--- config.mk ---
export PLATFORM = sky130hd
export DESIGN_NAME = apb_engine_launcher
export DESIGN_NICKNAME = d
export VERILOG_FILES = /design/src/rtl/apb_engine_launcher.sv
export SDC_FILE = /design/constraint.sdc
export NUM_CORES = 1
export LEC_CHECK = 0
export CAP_MARGIN = 25
export CORE_MARGIN = 4
export CORE_UTILIZATION = 35
export DETAILED_ROUTE_END_ITERATION = 10
export PLACE_DENSITY = 0.69
export SYNTH_ARGS = -nofsm -noshare
export SYNTH_HDL_FRONTEND = slang
export SYNTH_SLANG_ARGS = --single-unit
--- constraint.sdc ---
create_clock -name clk -period 1.91 [get_ports clk]
set_clock_uncertainty 0.05 [all_clocks]
set_input_delay 0.191 -clock clk [delete_from_list [all_inputs] [get_ports clk]]
set_output_delay 0.191 -clock clk [all_outputs]
set_load 0.005 [all_outputs]
--- src/rtl/apb_engine_launcher.sv ---
// APB requester that programs one AIDC Lite engine (SRC/DST/LEN/START) and polls STATUS.
// Optional: define APB_LAUNCHER_SLVERR_ABORT_EN to abort a job on pslverr_i.
module apb_engine_launcher #(
   parameter int POLL_GAP = 100,
   parameter int POLL_MAX = 10000
) (
   input  logic        clk,
   input  logic        rst_n,
   input  logic        req_valid_i,
   output logic        req_ready_o,
   input  logic [31:0] req_src_i,
   input  logic [31:0] req_dst_i,
   input  logic [31:0] req_len_i,
   output logic        resp_valid_o,
   output logic [1:0]  resp_status_o,
   output logic        busy_o,
   output logic [31:0] paddr_o,
   output logic        psel_o,
   output logic        penable_o,
   output logic        pwrite_o,
   output logic [31:0] pwdata_o,
   input  logic [31:0] prdata_i,
   input  logic        pready_i,
   input  logic        pslverr_i
);

   localparam logic [2:0] S_IDLE   = 3'd0;
   localparam logic [2:0] S_SETUP  = 3'd1;
   localparam logic [2:0] S_ACCESS = 3'd2;
   localparam logic [2:0] S_GAP    = 3'd3;
   localparam logic [2:0] S_RESP   = 3'd4;

   localparam logic [1:0] ST_DONE = 2'b00;
   localparam logic [1:0] ST_ERR  = 2'b01;
   localparam logic [1:0] ST_TMO  = 2'b10;

   localparam logic [2:0] STEP_READ = 3'd4;

   localparam int PW = $clog2(POLL_MAX + 1);
   localparam int GW = (POLL_GAP > 0) ? $clog2(POLL_GAP + 1) : 1;

   logic [2:0]    state;
   logic [2:0]    step;
   logic [PW-1:0] poll_cnt;
   logic [GW-1:0] gap_cnt;
   logic [31:0]   src_q;
   logic [31:0]   dst_q;
   logic [31:0]   len_q;
   logic [1:0]    status_q;

   logic        apb_err;
   logic        status_ok;
   logic        poll_last;
   logic        gap_last;
   logic [31:0] step_addr;
   logic [31:0] step_data;

`ifdef APB_LAUNCHER_SLVERR_ABORT_EN
   assign apb_err = pslverr_i;
`else
   logic unused_slverr;
   assign unused_slverr = pslverr_i;
   assign apb_err = 1'b0;
`endif

   assign status_ok = (prdata_i == 32'h1);
   assign poll_last = (poll_cnt == PW'(POLL_MAX - 1));
   assign gap_last  = (gap_cnt == GW'(POLL_GAP - 1));

   always_ff @(posedge clk or negedge rst_n) begin
      if (!rst_n) begin
         state    <= S_IDLE;
         step     <= '0;
         poll_cnt <= '0;
         gap_cnt  <= '0;
         src_q    <= '0;
         dst_q    <= '0;
         len_q    <= '0;
         status_q <= ST_DONE;
      end else begin
         unique case (state)
            S_IDLE: begin
               if (req_valid_i) begin
                  src_q    <= req_src_i;
                  dst_q    <= req_dst_i;
                  len_q    <= req_len_i;
                  step     <= '0;
                  poll_cnt <= '0;
                  state    <= S_SETUP;
               end
            end
            S_SETUP: state <= S_ACCESS;
            S_ACCESS: begin
               if (pready_i) begin
                  if (apb_err) begin
                     status_q <= ST_ERR;
                     state    <= S_RESP;
                  end else if (step != STEP_READ) begin
                     step  <= step + 3'd1;
                     state <= S_SETUP;
                  end else if (status_ok) begin
                     status_q <= ST_DONE;
                     state    <= S_RESP;
                  end else if (poll_last) begin
                     status_q <= ST_TMO;
                     state    <= S_RESP;
                  end else begin
                     poll_cnt <= poll_cnt + PW'(1);
                     gap_cnt  <= '0;
                     state    <= (POLL_GAP == 0) ? S_SETUP : S_GAP;
                  end
               end
            end
            S_GAP: begin
               if (gap_last) state <= S_SETUP;
               else gap_cnt <= gap_cnt + GW'(1);
            end
            S_RESP:  state <= S_IDLE;
            default: state <= S_IDLE;
         endcase
      end
   end

   always_comb begin
      step_addr = 32'h20;
      step_data = '0;
      unique case (step)
         3'd0: begin step_addr = 32'h10; step_data = src_q; end
         3'd1: begin step_addr = 32'h14; step_data = dst_q; end
         3'd2: begin step_addr = 32'h18; step_data = len_q; end
         3'd3: begin step_addr = 32'h1C; step_data = 32'd1; end
         default: begin
            step_addr = 32'h20;
            step_data = '0;
         end
      endcase
   end

   // APB outputs decode straight from state registers, so reset drops them at once
   assign psel_o        = (state == S_SETUP) || (state == S_ACCESS);
   assign penable_o     = (state == S_ACCESS);
   assign pwrite_o      = psel_o && (step != STEP_READ);
   assign paddr_o       = psel_o ? step_addr : '0;
   assign pwdata_o      = pwrite_o ? step_data : '0;
   assign req_ready_o   = (state == S_IDLE);
   assign resp_valid_o  = (state == S_RESP);
   assign resp_status_o = resp_valid_o ? status_q : 2'b00;
   assign busy_o        = (state != S_IDLE);

endmodule
### After elaboration in Yosys (flattened, before gate mapping)

Cells that the tools add are included.

* reduce and logical (&&, ||, !) cells: 14
* multiplexer cells: 30
* add/subtract/negate cells: 3
* equal/unequal tests: 19
* bitwise operators: 1

Operators by type and width (number)
* $pmux 32 s4: 1
* $mux 14: 5
* $mux 32: 2
* $mux 7: 5
* $eq 32x1->1 const B: 1
* $pmux 14 s2: 1
* $mux 3: 9
* $pmux 6 s4: 1
* $add 14x1->14 const B: 1
* $eq 14x14->1 const B: 1
* $pmux 7 s2: 1
* $eq 3x2->1 const B: 4
* $ne 2x2->1 const B: 6
* $pmux 3 s4: 1
* $reduce_and 6->1: 2
* $reduce_and 4->1: 2
* $add 7x1->7 const B: 1
* $eq 7x7->1 const B: 1
* $eq 3x1->1 const B: 2
* $logic_not 3->1: 2
* $mux 2: 3
* $pmux 3 s2: 1
* $reduce_bool 2->1: 3
* $ne 2x1->1 const B: 2
* other kinds (9): 9

* output and inout bits: 72
* word-level logic and storage cells: 75
* flip-flop bits (word level): 125

### Depth between registers and ports, before layout

Gate-level depths: netlist (run 1).

* word-level depth: 6
* depth in mapped cells: 10

### Worst setup path before layout (run 1)

Ideal clock, no wire load.

* path kind: reg2reg
* start point: register poll_cnt[0]
* end point: register poll_cnt[11]
* clock period less this slack: 2.091 ns
* library setup time: 0.136 ns
* data arrival time: 1.905 ns
* setup slack: -0.181 ns
* cell stages (with the launch flop): 9
* cell sequence: dfrtp_1 -> ha_1 -> and3_1 -> a41oi_1 -> a21boi_0 -> a21oi_2 -> buf_2 -> o41ai_1 -> a21oi_1

* word-level cells in the longest chain between the ends: 6
* elaborated cells between the ends (all ways): 9
* those cells by class: 1 x add/sub; 2 x eq/ne; 5 x mux; 1 x reduce/logical

RTL lines
* start: declaration: RTL line 44 `logic [PW-1:0] poll_cnt;`
* start signal: assignment: RTL line 108 `poll_cnt <= poll_cnt + PW'(1);`
* $add 14x1->14: RTL line 108
* $mux 14: RTL line 104 `end else if (poll_last) begin`
* $mux 14: RTL line 101 `end else if (status_ok) begin`
* $mux 14: RTL line 98 `end else if (step != STEP_READ) begin`
* $mux 14: RTL line 94 `if (pready_i) begin`
* $pmux 14 s2: RTL line 81 `unique case (state)`

Several ways; a longest one is shown, not always the timed one. The select of a mux whose other input is x is not followed.
A chain may end at the register's enable or synchronous reset.

### Final worst setup path (run 1)

* start point: register step[0]
* end point: output port pwdata_o[18]

* word-level cells in the longest chain between the ends: 3
* elaborated cells between the ends (all ways): 8
* those cells by class: 4 x eq/ne; 2 x mux; 2 x reduce/logical

RTL lines
* start: declaration: RTL line 43 `logic [2:0] step;`
* start signal: assignment: RTL line 99 `step <= step + 3'd1;`
* $eq 3x2->1, or another cell as far along: RTL line 127 `unique case (step)`
* $pmux 32 s4 / $logic_and 1x1->1 (equally long branches): RTL line 127, 142
* $mux 32 (*): RTL line 144 `assign pwdata_o = pwrite_o ? step_data : '0;`
* end: declaration: RTL line 21 `output logic [31:0] pwdata_o,`

Mark *: on every way between the ends. The rest lies on a longest branch, timed or not.

==> results of run 1 <==
stage by stage:
step | instances | util, % | power, mW | TNS, ns | cell area, um^2
3_3_place_gp | 1175 | 49.37 | 4.796 | -28.02 | 8509
6_report | 1243 | 57.57 | 8.698 | -20.81 | 9923
4_1_cts | 1228 | 54.81 | 8.473 | -22.07 | 9448
2_1_floorplan | 783 | - | 3.790 | -0.03685 | 6296
3_5_place_dp | 1175 | 49.37 | 4.826 | -31.46 | 8509
5_1_grt | 1243 | 57.57 | 9.102 | -25.71 | 9923
per-layer routing:
metal  share of wire (%)  wire length [um]
met3                 7.6              1528
met5               0.035                 7
met4                 2.4               475
met2                  49              9969
met1                  41              8229
layout make-up:
type                    count  area share (%)
clock buffers              21           4.741
multi-input cells         578           32.06
clock inverters            11           1.185
flip-flops and latches    124           31.29
inverters                   9          0.3909
well taps                 225           2.837
repair buffers            275           27.49
worst register-to-register path: stages (launching register included):
cell and delay, ns:
dfrtp_2 0.46, inv_4 0.11, ha_4 0.13, buf_4 0.11, nand2_4 0.06, buf_12 0.13, a41oi_2 0.14, a21boi_4 0.24
a21oi_4 0.11, or4_4 0.55, a21oi_2 0.15
state kept, by name (all words and copies together) (netlist names):
register  flops
dst_q        32
len_q        32
src_q        32
poll_cnt     14
gap_cnt       7
state         3
step          3
status_q      1
logic make-up (layout without fill, tap and decap cells):
family,count (synthesis),in the layout,share of synthesized area (%)
compound gates,113,113,11.39
fa+ha+maj,7,7,1.424
buf+inv,81,316,6.915
flops,124,124,50.44
mux,3,3,0.4881
other cells,1,29,0.06095
simple gates,426,426,29.29
Yosys cell counts, types with 2 or more instances:
master,instances,share of area (%)
nand2_1,340,21
dfrtp_1,124,50
a21oi_1,49,4.0
clkbuf_1,38,2.3
a22oi_1,32,3.9
buf_4,29,3.5
o21ai_0,13,1.1
nand3_1,12,0.98
nor2_1,12,0.73
and3_1,10,1.0
nor4_1,9,0.92
inv_1,8,0.49
ha_1,7,1.4
nand2b_1,6,0.61
nand4_1,6,0.61
or3_1,5,0.51
and2_1,4,0.41
buf_2,4,0.33
nor2b_1,4,0.41
nor3_1,4,0.33
a21o_1,3,0.37
and4_1,3,0.43
mux2i_1,3,0.49
nor4b_1,3,0.43
o22ai_1,3,0.31
a21boi_0,2,0.24
a31o_2,2,0.28
nand3b_1,2,0.24
nor3b_1,2,0.24
repair_timing:
| item | 4_1_cts | 5_1_grt |
|---|---|---|
| endpoints found under the setup margin | 142 | 139 |
| gates cloned | 3 | 6 |
| hold buffers | 1 | 0 |
| endpoints found under the hold margin | 26 | 0 |
| buffers inserted | 17 | 11 |
| pin swaps | 7 | 24 |
| resized for setup | 224 | 77 |
power breakdown:
part           internal [mW]  switching, mW
registers               2.79          0.128
clock network           2.01           1.19
logic                   1.30           1.28
total                   6.11           2.59
worst min path at each step:
stage,start,endpoint,slack [ns],cells past startpoint
3_5_place_dp,rst_n,len_q[14],0.08,1
6_report,rst_n,len_q[14],0.18,2
5_1_grt,rst_n,dst_q[13],0.21,2
2_1_floorplan,rst_n,dst_q[0],-0.15,0
3_3_place_gp,rst_n,len_q[14],0.08,1
4_1_cts,rst_n,len_q[14],0.18,2
==> flow_summary.toml, run 1 <==
[critical_path]
r2r_end = "poll_cnt[9]"
worstSetupPathDepth = 11
cp-start-kind = "register"
critPathBufInv = 5
crit_arrival_ns = 2.23
slowest_stage = "dfrtp_2"
endpoint = "pwdata_o[18]"
cpPeakStageDelay_ns = 0.44
crit_chain = "inv_4 > ha_4 > nor2b_4 > nor4_4 > nor2_2 > nand2_4 > buf_12 > buf_16 > buf_8 > a21oi_2 > buf_2"
critical_path_class = "register to primary output"
startpoint = "step[0]"
r2r_start = "step[1]"
cp_max_fo = 5
r2r_slack_ns = -0.39
r2r_cells = 10
worst_setup_path_end_kind = "primary output"
worstPathRequired_ns = 1.67
critPathTopFamily = "simple AND/OR/NAND/NOR gates"

[timing]
period_minus_slack_ns = 2.473
hold_ws_ns = 0.1795
hold_violations = 0
setup_viol = 56
layout_setup_ws_ns = -0.5634
fmax_mhz = 404.3
finalCritPeriodShare_pct = 129.5
slew_violations = 0
rsz0062_at_grt = "true"

[cells_and_area]
diodes = 0
nFillCells = 1494
area_growth_pct = 61.30
drive_gt1_share_pct = 25.44
multi_input_area_um2 = 3182
seqCellArea_um2 = 3105
final_cell_mix = "337 x nand2_1, 130 x clkdlybuf4s50_1, 122 x dfrtp_1"
finalNetCount = 1145
final_common_cell = "nand2_1"

[floorplanning]
dieArea_um2 = 19760
placeableCoreArea_um2 = 17240
die_h_um = 140.6
num_rows = 48
die_w_um = 140.6
start_util_pct = 35.69
ios = 205

[status]
violations = "negative setup slack"
status = "finished with violations"

[logic_synthesis]
synth_cells = 755
synth_ff_type = "dfrtp_1"
synth-async-reset-ratio_pct = 100.0
synth_cell_types = 45
synth_edf_count = 0
synth_warnings = 0
synth.avg_cell_area_um2 = 8.149
yosysSeqAreaShare_pct = 50.44
syn-cell-area_um2 = 6152
ys_ff_latch = 124

[global_routing]
gr-total-overflow = 0
met1_usage_pct = 23.77
grt_util_all_layers_pct = 19.50
use_met3_pct = 6.988
antenna_found_initial = 1
grt_pass1_vias = 6117
gr-usage-met2_pct = 32.13
grt_first_pass_wirelength_mm = 31.00
grt_max_degree = 49
grt_busiest_layer = "met2"

[place]
dpl.hpwl_mm = 12.78
place.port_buffers = 174
gp_congestion = 0.7974
place_ws_ns = -0.5329

[drt]
vias_per_cell = 4.891
wire_per_inst_um = 16.26
wl_mm = 20.21
num_vias = 6079
detail-route-antenna-nets = 0
drtIter0Drc = 270
first_pass_iters = 4
drc_errors = 0

[worst_hold_path]
hold_path.class = "input port to async pin"

[clock_network]
htreeDepth = 4
clk_root_buffer_cell = "clkbuf_16"
clock-sinks = 124
clock_latency_ns = 0.41
cts_tree = "built"
path_clk_slew_ns = 0.06
cts_buffers = 17
cts_max_path_buffers = 2

[job]
cap_viol_max_count = 0

[power]
ir_drop_mv = 0.7045
p_leak_nw = 4.713
power_density_nw_per_um2 = 876.6
Power figures use the tool's default switching activity.
==> run 2, diff against run 1 <==
--- a/config.mk
+++ b/config.mk
@@ -11,3 +11,3 @@
 export DETAILED_ROUTE_END_ITERATION = 10
-export PLACE_DENSITY = 0.69
+export PLACE_DENSITY = 0.66
 export SYNTH_ARGS = -nofsm -noshare
--- a/constraint.sdc
+++ b/constraint.sdc
@@ -4,2 +4,2 @@
 set_output_delay 0.191 -clock clk [all_outputs]
-set_load 0.005 [all_outputs]
+set_load 0.02 [all_outputs]
==> run 2 against run 1 <==
The flow still finishes with violations (negative setup slack). Worst hold slack better by 0.067 ns. Final area increased by 0.90%. First-iteration DRC count increased by 32%. Sequential power is essentially flat. Maximum frequency is essentially flat. Non-clock buffer count down 22. Register-to-register slack better by 0.14 ns. Critical path type unchanged. Largest cell class unchanged.
==> flow_summary.toml, run 2 (synthesis gave the netlist of run 1 again) <==
[cells_and_area]
fin_area_um2 = 10010
final_cell_mix = "337 x nand2_1, 130 x clkdlybuf4s50_1, 123 x dfrtp_1"
final_common_cell = "nand2_1"
drive_gt1_share_pct = 23.90
fin_util_pct = 58.09
reg.largest.list = "dst_q: 32 flops, len_q: 32 flops, src_q: 32 flops"
seqCellArea_um2 = 3104
area_growth_pct = 62.74
nFillCells = 1523
finalNetCount = 1124
multi_input_area_um2 = 3405
diodes = 0

[global_routing]
grt_first_pass_wirelength_mm = 30.46
grt_pass1_vias = 5915
grt_max_degree = 125
grt_util_all_layers_pct = 19.18
antenna_found_initial = 0
gr-total-overflow = 0

[floorplanning]
ios = 205
num_rows = 48
die_w_um = 140.6
dieArea_um2 = 19760
die_h_um = 140.6
start_util_pct = 35.69
placeableCoreArea_um2 = 17240

[power]
power_density_nw_per_um2 = 911.5
power.share.sequential_pct = 31.8
pwr-share-clk_pct = 38.8
p_leak_nw = 4.556
ir_drop_mv = 0.6552
p_int_mw = 6.322
power.total_mw = 9.126
combPwrFrac_pct = 29.4
swShare_pct = 30.73
switching_power_mw = 2.805

[timing]
slew_violations = 0
tightestPinTransition_ns = 0.6996
layout_setup_ws_ns = -0.5628
relSlewSlack_pct = 53.36
fin_tns_setup_ns = -20.88
setup_viol = 54
finalCritPeriodShare_pct = 129.5
rsz0062_at_grt = "true"
fmax_mhz = 404.4
period_minus_slack_ns = 2.473
hold_violations = 0

[critical_path]
cp-start-kind = "register"
r2r_slack_ns = -0.25
cp_max_fo = 8
r2r_cells = 9
r2r_end = "poll_cnt[9]"
r2r_start = "step[0]"
crit_arrival_ns = 2.23
worstPathRequired_ns = 1.67
critical_path_class = "register to primary output"
worst_setup_path_end_kind = "primary output"

[drt]
vias_per_cell = 4.826
wl_mm = 19.23
drc_errors = 0
wire_per_inst_um = 15.75
num_vias = 5893
detail-route-antenna-nets = 0
drtIter0Drc = 356
first_pass_iters = 5

[worst_hold_path]
holdCritStartpoint = "req_src_i[10]"
hold_path.class = "input port to register"
hold_path_end = "src_q[10]"
hold_path_depth = 3

[job]
cap_viol_max_count = 0

[clock_network]
cts_buffers = 17
path_clk_slew_ns = 0.06
cts_tree = "built"
clock-sinks = 124
clock_latency_ns = 0.42
clk_root_buffer_cell = "clkbuf_16"
htreeDepth = 4
cts_max_path_buffers = 2

[status]
violations = "negative setup slack"
status = "finished with violations"

[place]
dpl_cell_area_um2 = 8845
place.port_buffers = 174
gp_congestion = 0.7917
dpl.hpwl_mm = 12.83
place_ws_ns = -0.5715
[run 2: cell count changes in the layout (fill, tap and decap cells not counted), moves of 4 or more]
cell           change
buf_2             -32
buf_6             +22
dlygate4sd2_1      -4
a21oi_4           +28
buf_16             -4
clkbuf_16          -4
clkinv_2           -4
a21oi_2           -28
[run 2: repair_timing]
action	CTS	global route
pin swaps	10	13
gates cloned	3	1
buffers inserted	9	9
endpoints found under the hold margin	124	0
hold buffers	1	0
gates resized for setup	275	50
endpoints found under the setup margin	98	118
[run 2: per-stage QoR]
stage / hold slack [ns] / instances
global route: 0.2391 / 1221
global placement: 0.3094 / 1170
CTS: 0.2334 / 1214
floorplan: -0.1546 / 783
finish: 0.2461 / 1221
detailed placement: 0.3099 / 1170
[run 2: worst max-delay path, cell delays in order, from the launching register on]
cell and delay (ns):
dfrtp_1 0.41, buf_6 0.13, ha_4 0.15, ha_4 0.16, nor4_4 0.36, nor2_4 0.08, nand2_4 0.15, buf_12 0.19
a21oi_4 0.04, buf_6 0.14
[run 2: per-layer routing]
metal | up-vias | GRT usage, % | share of wire (%)
li1 | 2897 | - | -
met1 | 2826 | 24.83 | 43
met2 | 151 | 32.11 | 50
met3 | 19 | 4.986 | 5.4
met4 | 0 | 4.997 | 1.3
met5 | - | 0 | 0
[run 2: worst max path at each step]
stage | endpoint | slack, ns | cells after the start | from
4_1_cts | pwdata_o[17] | -0.59 | 10 | step[1]
5_1_grt | pwdata_o[31] | -0.68 | 9 | step[1]
2_1_floorplan | poll_cnt[9] | -0.03 | 8 | state[1]
3_5_place_dp | pwdata_o[0] | -0.57 | 8 | step[0]
3_3_place_gp | pwdata_o[12] | -0.49 | 8 | step[0]
6_report | pwdata_o[0] | -0.56 | 9 | step[1]
[run 2: area by class of cell]
type	count	area share, %
Tap cell	225	2.812
Sequential cell	124	31.00
Multi-Input combinational cell	579	34.00
Inverter	9	0.3624
Clock inverter	14	2.212
Timing Repair Buffer	253	25.36
Clock buffer	17	4.249
[run 2: power groups by stage]
stage          clock, mW  combinational (mW)  sequential (mW)
5_1_grt             3.74                2.87             2.92
2_1_floorplan          0                1.28             2.92
3_3_place_gp           0                2.25             2.93
4_1_cts             3.60                2.55             2.89
6_report            3.54                2.68             2.90
3_5_place_dp           0                2.27             2.93
==> run 3, diff against run 2 <==
Settings changed: ABC_AREA set to 1, PLACE_DENSITY 0.66 to unset.
==> run 3 against run 2 <==
The flow still finishes with violations (negative setup slack). First-iteration DRC count fell by 30%. Global-route usage fell by 0.82 points. Via count rose by 0.73%. Die area rose by 9.8%. Final area rose by 9.1%. Sequential share of layout area fell by 2.6 points. Sequential cell count did not move. Critical path depth rose by 2. Critical path type unchanged.
==> flow_summary.toml, run 3 <==
[status]
status = "finished with violations"
violations = "negative setup slack"

[critical_path]
crit_arrival_ns = 2.01
worstPathRequired_ns = 1.67
r2r_cells = 14
worst_setup_path_end_kind = "primary output"
critical_path_class = "register to primary output"
cp_max_fo = 8
startpoint = "step[1]"
cp-start-kind = "register"
r2r_start = "state[2]"

[cells_and_area]
seqCellArea_um2 = 3105
fin_util_pct = 57.81
multi_input_area_um2 = 3951
area_growth_pct = 60.86
final_cell_mix = "189 x nand2_1, 130 x clkdlybuf4s50_1, 122 x dfrtp_1"
drive_gt1_share_pct = 35.59
finalNetCount = 1161
reg.largest.list = "dst_q: 32 flops, len_q: 32 flops, src_q: 32 flops"
final_common_cell = "nand2_1"
nFillCells = 1659

[logic_synthesis]
synth_ff_type = "dfrtp_1"
ys_ff_latch = 124
synth.area.top_cells = "dfrtp_1 46%, mux2_2 16%, nand2_1 13%, nor2_1 4.9%, buf_4 3.3%"
synth_cell_types = 30
syn-cell-area_um2 = 6790
yosysMostFrequentCell = "nand2_1"
synth_largest_area_cell = "dfrtp_1"
yosysSeqAreaShare_pct = 45.70
synth_warnings = 0
synth_cells = 776
synth-async-reset-ratio_pct = 100.0
synth_common_cells = "233 x nand2_1, 124 x dfrtp_1, 96 x mux2_2"
synth_edf_count = 0
yosysTopAreaCellShare_pct = 45.70
synth.avg_cell_area_um2 = 8.750

[clock_network]
cts_tree = "built"
htreeDepth = 4
clock_latency_ns = 0.42
cts_max_path_buffers = 2
clk_root_buffer_cell = "clkbuf_16"
cts_buffers = 17
clock-sinks = 124
path_clk_slew_ns = 0.06

[place]
dpl.hpwl_mm = 13.83
gp_congestion = 0.7959
place_ws_ns = -0.4518
place.port_buffers = 174

[power]
combPwrFrac_pct = 55.8
power_density_nw_per_um2 = 1582
power.total_mw = 17.28
pwr-share-clk_pct = 18.2
switching_power_mw = 6.735
swShare_pct = 38.96
p_int_mw = 10.55
ir_drop_mv = 0.7899
p_leak_nw = 4.799
power.share.sequential_pct = 26.0

[drt]
drtIter0Drc = 250
first_pass_iters = 4
vias_per_cell = 4.584
num_vias = 5936
drc_errors = 0
wl_mm = 20.37
wire_per_inst_um = 15.73
detail-route-antenna-nets = 0

[job]
cap_viol_max_count = 0

[timing]
slew_violations = 0
rsz0062_at_grt = "true"
hold_violations = 0
layout_setup_ws_ns = -0.3438
setup_viol = 36
fmax_mhz = 443.7
period_minus_slack_ns = 2.254
finalCritPeriodShare_pct = 118.0
fin_tns_setup_ns = -10.75

[floorplanning]
dieArea_um2 = 21690
placeableCoreArea_um2 = 18890
start_util_pct = 35.94
num_rows = 50
die_h_um = 147.3
die_w_um = 147.3
ios = 205

[global_routing]
grt_max_degree = 45
gr-total-overflow = 0
grt_first_pass_wirelength_mm = 31.63
antenna_found_initial = 1
grt_pass1_vias = 6008
grt_util_all_layers_pct = 18.36

[worst_hold_path]
hold_path.class = "input port to async pin"
## run 3: cell type report
cell class,instances,area share [%]
multi-input combinational,562,36.17
clock buffer,18,4.021
clock inverter,14,1.237
antenna,1,0.02291
inverter,63,2.325
sequential,124,28.43
timing repair buffer,253,24.81
tap,260,2.978
## run 3: repair_timing
item / in CTS / in global routing
endpoints found under the setup margin: 43 / 66
hold endpoints to repair: 97 / 0
hold buffers: 1 / 0
pin swaps: 15 / 25
setup buffers: 11 / 12
resized for setup: 285 / 59
gates cloned: 4 / 6
## run 3: logic make-up (layout without fill, tap and decap cells)
group                      count (synthesis)  count (layout)  synth area share [%]
and+or+nand+nor                          382             383                 23.09
DFF                                      124             124                 45.70
buffers and inverters                    119             348                 9.361
muxes                                     96              96                 15.92
AOI/OAI and AO/OA                         40              40                 3.685
adders and majority gates                  7               7                 1.290
xor gates and xnor gates                   7               7                0.9029
other                                      1              30               0.05523
## run 3: worst paths after layout
| kind | end | slack, ns |
|---|---|---|
| worst max-delay path | pwdata_o[27] | -0.34 |
| worst min-delay path | poll_cnt[0] | 0.16 |
| worst max register to register | poll_cnt[8] | 0.12 |
| worst min register to register | gap_cnt[1] | 0.45 |
| max in group asynchronous | dst_q[7] | 0.99 |
| min in group clk | dst_q[9] | 0.32 |
## run 3: worst max-delay path, cell delays in order, from the launching register on
cell and delay (ns):
dfrtp_1 0.38, inv_2 0.07, buf_6 0.09, ha_4 0.13, inv_4 0.04, nor2_4 0.13, buf_12 0.13, buf_12 0.11
buf_16 0.14, nand2_2 0.07, a31oi_4 0.17, buf_6 0.14
## run 3: layer usage
layer	vias up	GRT usage, %	share of wire [%]
met3	20	5.490	6.5
met2	176	29.49	47
met5	-	0	0
met1	2799	23.88	45
met4	0	5.825	1.7
li1	2941	-	-
## run 3: per-stage QoR
stage	instances	area (um^2)	hold WS [ns]
floorplan	804	7388	-0.1546
global placement	1231	9550	0.06911
detailed placement	1231	9550	0.06882
CTS	1279	10580	0.1534
global route	1295	10920	0.1793
finish	1295	10920	0.1625
## run 3: power by group through the flow
stage | combinational [mW] | sequential (mW) | clock, mW
after detailed placement | 8.12 | 4.40 | 0
after global placement | 8.07 | 4.38 | 0
after global routing | 10.3 | 4.65 | 3.35
final | 9.64 | 4.50 | 3.14
after floorplan | 5.33 | 4.24 | 0
after CTS | 8.93 | 4.45 | 3.22
